File: config.mk
export PLATFORM = sky130hd
export DESIGN_NAME = conv_cmd_sequencer
export DESIGN_NICKNAME = d
export VERILOG_FILES = /design/src/rtl/conv_cmd_sequencer.sv
export SDC_FILE = /design/constraint.sdc
export NUM_CORES = 1
export LEC_CHECK = 0
export CAP_MARGIN = 5
export CORE_AREA = 2 2 57 59
export DETAILED_ROUTE_END_ITERATION = 12
export DIE_AREA = 0 0 59 61
export HOLD_SLACK_MARGIN = 0.12
export PLACE_DENSITY_LB_ADDON = 0.1
export SLEW_MARGIN = 10
export SYNTH_ARGS = -nofsm -noshare
export SYNTH_HDL_FRONTEND = slang
export SYNTH_SLANG_ARGS = --single-unit
File: constraint.sdc
create_clock -name i_CLK -period 4.2 [get_ports i_CLK]
set_input_delay 0.63 -clock i_CLK [delete_from_list [all_inputs] [get_ports i_CLK]]
set_output_delay 0.63 -clock i_CLK [all_outputs]
set_load 0.02 [all_outputs]
File: src/rtl/conv_cmd_sequencer.sv
// Host command sequencer between the conv image memory and its address FSM (load / process / readback).
// Optional macro CMD_TIMEOUT_EN adds an idle-cycle watchdog that aborts stalled commands.
module conv_cmd_sequencer #(
    parameter int NB_DATA  = 8,
    parameter int NB_IMAGE = 10,
    parameter int RD_LAT   = 2,
    parameter int TIMEOUT  = 1023
) (
    input  logic                i_CLK,
    input  logic                i_reset,
    input  logic [1:0]          i_cmd,
    input  logic                i_cmd_vld,
    input  logic [NB_IMAGE-1:0] i_imgLength,
    input  logic [NB_DATA-1:0]  i_data,
    input  logic                i_data_vld,
    output logic                o_data_rdy,
    input  logic [NB_DATA-1:0]  i_mem_data,
    output logic [NB_DATA-1:0]  o_rd_data,
    output logic                o_rd_vld,
    input  logic                i_rd_rdy,
    input  logic                i_changeBlock,
    input  logic                i_EoP,
    output logic                o_load,
    output logic                o_SoP,
    output logic                o_valid,
    output logic [NB_DATA-1:0]  o_data,
    output logic                o_busy,
    output logic                o_done,
    output logic                o_cmd_err,
    output logic                o_timeout
);
    // state      | meaning
    // IDLE       | waiting for a host command
    // LOAD       | host pixels written to memory, one o_valid step per pixel
    // PROC       | address FSM processing, o_SoP held high
    // READ_ISSUE | issue one memory read step
    // READ_WAIT  | wait RD_LAT cycles for memory data
    // READ_HOLD  | readback word offered to host until accepted
    // FINISH     | o_done pulse, back to IDLE
    typedef enum logic [2:0] {
        IDLE, LOAD, PROC, READ_ISSUE, READ_WAIT, READ_HOLD, FINISH
    } state_t;

    localparam int LAT_W = (RD_LAT > 0) ? $clog2(RD_LAT + 1) : 1;

    state_t              state, state_next;
    logic                cb_q, cb_rise, cb_seen;
    logic                valid_q;
    logic [LAT_W-1:0]    lat_cnt;
    logic [NB_IMAGE-1:0] img_len_unused;
    logic                valid_set, err_set, data_take, rd_take, rd_capture;

`ifdef CMD_TIMEOUT_EN
    localparam int TO_W = $clog2(TIMEOUT + 1);
    logic [TO_W-1:0] to_cnt;
    logic            to_activity, to_fire;
`endif

    assign cb_rise    = i_changeBlock & ~cb_q;
    assign o_busy     = (state != IDLE);
    assign o_load     = (state == LOAD);
    assign o_SoP      = (state == PROC);
    assign o_done     = (state == FINISH);
    // a new pixel is only taken when the resulting pulse keeps a low cycle after the last one
    assign o_data_rdy = (state == LOAD) & ~o_valid & ~valid_q & ~cb_rise;
    assign data_take  = i_data_vld & o_data_rdy;
    assign rd_take    = o_rd_vld & i_rd_rdy;
    assign rd_capture = (state == READ_WAIT) && (lat_cnt == '0);

    always_comb begin
        state_next = state;
        valid_set  = 1'b0;
        err_set    = i_cmd_vld && (state != IDLE);
        case (state)
            IDLE: begin
                if (i_cmd_vld) begin
                    case (i_cmd)
                        2'b01:   state_next = LOAD;
                        2'b10:   state_next = PROC;
                        2'b11: begin
                            if (i_EoP) state_next = READ_ISSUE;
                            else       err_set    = 1'b1;
                        end
                        default: err_set = 1'b1;
                    endcase
                end
            end
            LOAD: begin
                valid_set = data_take;
                if (cb_rise) state_next = FINISH;
            end
            PROC: begin
                if (cb_rise) state_next = FINISH;
            end
            READ_ISSUE: begin
                if (cb_rise || cb_seen) begin
                    state_next = FINISH;
                end else begin
                    valid_set  = 1'b1;
                    state_next = READ_WAIT;
                end
            end
            READ_WAIT: begin
                if (rd_capture) state_next = READ_HOLD;
            end
            READ_HOLD: begin
                if (rd_take) state_next = (cb_rise || cb_seen) ? FINISH : READ_ISSUE;
            end
            FINISH:  state_next = IDLE;
            default: state_next = IDLE;
        endcase
`ifdef CMD_TIMEOUT_EN
        to_activity = o_valid | data_take | rd_take | (state_next != state);
        to_fire     = (state != IDLE) && !to_activity && (to_cnt == TO_W'(1));
        if (to_fire) begin
            state_next = IDLE;
            err_set    = 1'b1;
        end
`endif
    end

    always_ff @(posedge i_CLK) begin
        if (i_reset) begin
            state          <= IDLE;
            cb_q           <= 1'b0;
            cb_seen        <= 1'b0;
            o_valid        <= 1'b0;
            valid_q        <= 1'b0;
            lat_cnt        <= '0;
            o_data         <= '0;
            o_rd_data      <= '0;
            o_rd_vld       <= 1'b0;
            o_cmd_err      <= 1'b0;
            img_len_unused <= '0;
        end else begin
            state     <= state_next;
            cb_q      <= i_changeBlock;
            o_valid   <= valid_set;
            valid_q   <= o_valid;
            o_cmd_err <= err_set;
            if (state == IDLE)  cb_seen <= 1'b0;
            else if (cb_rise)   cb_seen <= 1'b1;
            // length is owned by the address FSM; kept here only as the accept-time snapshot
            if (i_cmd_vld && state == IDLE) img_len_unused <= i_imgLength;
            if (data_take) o_data <= i_data;
            if (state == READ_ISSUE)
                lat_cnt <= LAT_W'(RD_LAT);
            else if (state == READ_WAIT && lat_cnt != '0)
                lat_cnt <= lat_cnt - LAT_W'(1);
            if (rd_capture) begin
                o_rd_data <= i_mem_data;
                o_rd_vld  <= 1'b1;
            end else if (rd_take || state_next == IDLE) begin
                o_rd_vld  <= 1'b0;
            end
        end
    end

`ifdef CMD_TIMEOUT_EN
    always_ff @(posedge i_CLK) begin
        if (i_reset) begin
            to_cnt    <= TO_W'(TIMEOUT);
            o_timeout <= 1'b0;
        end else begin
            if (state == IDLE || to_activity) to_cnt <= TO_W'(TIMEOUT);
            else                              to_cnt <= to_cnt - TO_W'(1);
            if (to_fire) o_timeout <= 1'b1;
        end
    end
`else
    localparam int TIMEOUT_UNUSED = TIMEOUT;
    assign o_timeout = 1'b0;
`endif

endmodule

==> results.sh <==
export IMPL_status="completed"
export IMPL_drt_wl_total_mm=2.751
export IMPL_io_pins=60
export IMPL_layout_setup_ws_ps=1580
export IMPL_path_cells="nor3b_2, and3_1, clkdlybuf4s50_1"
export IMPL_hold_path_end="o_rd_data[5]"
export IMPL_drtAntennaViolNets=0
export IMPL_ir_worst_vdd_mv=0.1737
export IMPL_yosysSeqAreaShare_pct=43.11
export IMPL_clock_sinks=27
export IMPL_dr_pass1_iters=4
export IMPL_routabilityCongestion=0.7692
export IMPL_crit_slowest_cell="dfxtp_1"
export IMPL_multi_input_area_um2=636.9
export IMPL_clk_pin_slew_ps=140
export IMPL_path_class="reg2out"
export IMPL_holdCritStartpoint="o_rd_data[5]"
export IMPL_die_height_um=61
export IMPL_cts_buffers=3
export IMPL_track_usage_pct=15.97
export IMPL_regArea_um2=540.5
export IMPL_die_w_um=59
export IMPL_cp_end_kind="output pin"
export IMPL_cp_max_fo=15
export IMPL_design_area_um2=1752
export IMPL_io_buffer_count=48
export IMPL_first_iter_violations=30
export IMPL_r2r_worst_path_cells=4
export IMPL_layout_common_cells="clkdlybuf4s50_1, dfxtp_1, nor2_1"
export IMPL_placementRows=20
export IMPL_dp_slack_ps=1593
export IMPL_clockBufferDepth=2
export IMPL_tns_ps=0
export IMPL_drc=0
export IMPL_fmax_mhz=381.7
export IMPL_fin_crit_ps=2620
export IMPL_start_kind="flop"
export IMPL_post_route_period_util_pct=62.38
export IMPL_grt_start_max_net_pins=28
export IMPL_clock_latency_ps=310
export IMPL_synth_nets=185
export IMPL_routed_via_density=5.170
export IMPL_grt_overflow=0
export IMPL_num_vias=1153
export IMPL_required_ps=3570
export IMPL_final_common_cell="clkdlybuf4s50_1"
export IMPL_nFillCells=275
export IMPL_place_inst=219
export IMPL_antenna_found_initial=0
export IMPL_grt_pass1_wl_mm=4.422
export IMPL_max_stage_delay_ps=600
export IMPL_worst_ep_arrival_time_ps=1990
export IMPL_grt_pass1_vias=1026
export IMPL_place_area_um2=1725
export IMPL_layout_area_overhead_vs_synth_pct=39.72
export IMPL_whs_path_depth=2
export IMPL_hold_viol=0
export IMPL_netlist_area_um2=1254
export IMPL_dp_hpwl_mm=2.051
export IMPL_h_tree_depth=1
export IMPL_cts_tree="done"
export IMPL_power_mw=0.5572
export IMPL_relSlewSlack_pct=35.06
export IMPL_pwr_density_cell_nw_per_um2=318.1
export IMPL_nets=229
export IMPL_die_area_um2=3599
export IMPL_timing_rr_end="o_data[6]"
export IMPL_hold_ws_ps=462.4
export IMPL_ctsResizeCount=0
export IMPL_reg2reg_from="state[0]"
export IMPL_tightest_slew_ps=971.1
export IMPL_n_antenna_cell=0
export IMPL_post_cts_buffers=0
export IMPL_synth_cells=147
export IMPL_synth_distinct_cells=37
export IMPL_hold_class="reg2reg"
export IMPL_start_util_pct=42.46
export IMPL_avgSynthCellArea_um2=8.529
export IMPL_cts_root_buf="clkbuf_4"
export IMPL_post_route_util_pct=59.32
export IMPL_p_leak_nw=0.6984
export IMPL_rsz0062_at_grt="no"
export IMPL_r2r_setup_slack_ps=2290
export IMPL_cts_hold_buffers=0
export IMPL_drv_cap=0
export IMPL_finalMaxSlewViolations=0
export IMPL_coreArea_um2=2953
export IMPL_final_instance_count_excl_fill=223
export IMPL_drive_above_1_share_pct=5.263
export IMPL_wl_per_cell_um=12.34
export IMPL_fin_skew_ps=3.768
export IMPL_ys_seq_elements=27
export IMPL_yosys_warnings=0
export IMPL_setup_violations=0
-- area by class of cell --
| cell class | instances | area share [%] |
|---|---|---|
| multi-input cells | 104 | 36.36 |
| inverters | 7 | 1.500 |
| clock buffers | 4 | 1.500 |
| flip-flops and latches | 27 | 30.86 |
| well taps | 33 | 2.357 |
| repair buffers | 48 | 27.43 |
-- cells in the mapped netlist (all sizes together) --
| master | n | area, um2 |
|---|---|---|
| mux2i | 8 | 80.08 |
| o211ai | 3 | 22.52 |
| nand4 | 1 | 6.260 |
| buf | 6 | 38.79 |
| a31oi | 2 | 12.51 |
| clkbuf | 3 | 11.26 |
| nand2 | 17 | 63.81 |
| inv | 7 | 26.28 |
| nor3b | 2 | 20.02 |
| a21oi | 13 | 72.57 |
| dfxtp | 27 | 540.5 |
| nor2 | 18 | 67.56 |
| a21o | 1 | 7.510 |
| nand3b | 1 | 7.510 |
| or2b | 1 | 7.510 |
| conb | 1 | 3.750 |
| nor4 | 1 | 6.260 |
| and3 | 3 | 20.02 |
| ha | 3 | 37.54 |
| o21ai | 5 | 25.02 |
| or3 | 1 | 7.510 |
| nor2b | 7 | 43.79 |
| a311oi | 2 | 17.52 |
| o31ai | 1 | 7.510 |
| nand3 | 3 | 15.01 |
| or4b | 1 | 13.76 |
| or4bb | 1 | 11.26 |
| nand2b | 4 | 27.53 |
| a221oi | 2 | 17.52 |
| nor3 | 1 | 5.000 |
| o211a | 1 | 10.01 |
-- power breakdown --
group          total (mW)  switching (mW)  internal (mW)
registers           0.290          0.0191          0.271
clock network       0.108          0.0712         0.0371
logic               0.158          0.0773         0.0812
-- how the worst max path moves through the flow --
stage                      end  slack [ps]  cells after the start     startpoint
global placement    o_data_rdy        1610                      4  i_changeBlock
finish              o_data_rdy        1580                      3       state[0]
floorplan           o_data_rdy        2400                      3       state[2]
global route        o_data_rdy        1460                      3       state[0]
CTS                 o_data_rdy        1560                      3       state[0]
detailed placement  o_data_rdy        1590                      4  i_changeBlock
-- metal layers --
layer  vias to the layer above  global-route usage, %  share of wire [%]
li1                        587                      -                  -
met1                       535                  19.50                 43
met2                        29                  27.14                 49
met3                         2                  4.051                7.1
met4                         0                  6.169               0.55
met5                         -                      0                  0
-- worst max-delay path: cells and delay by family, from the launching register on --
family                 cells  cell delay, ps
buffers and inverters      1             600
DFF                        1             600
and+or+nand+nor            2             460
-- cell families after synthesis --
| group | after synthesis | synth area share (%) |
|---|---|---|
| simple gates | 62 | 25.75 |
| other cells | 1 | 0.2991 |
| buf+inv | 16 | 6.088 |
| fa+ha+maj | 3 | 2.994 |
| compound gates | 30 | 15.37 |
| flops | 27 | 43.11 |
| mux | 8 | 6.387 |
-- registers in the layout, summed over array words and instances, names as in the netlist --
signal,count
o_rd_vld,1
o_cmd_err,1
lat_cnt,2
o_valid,1
valid_q,1
o_rd_data,8
o_data,8
cb_q,1
state,3
cb_seen,1
No activity file was read; power rests on OpenSTA's default activity.
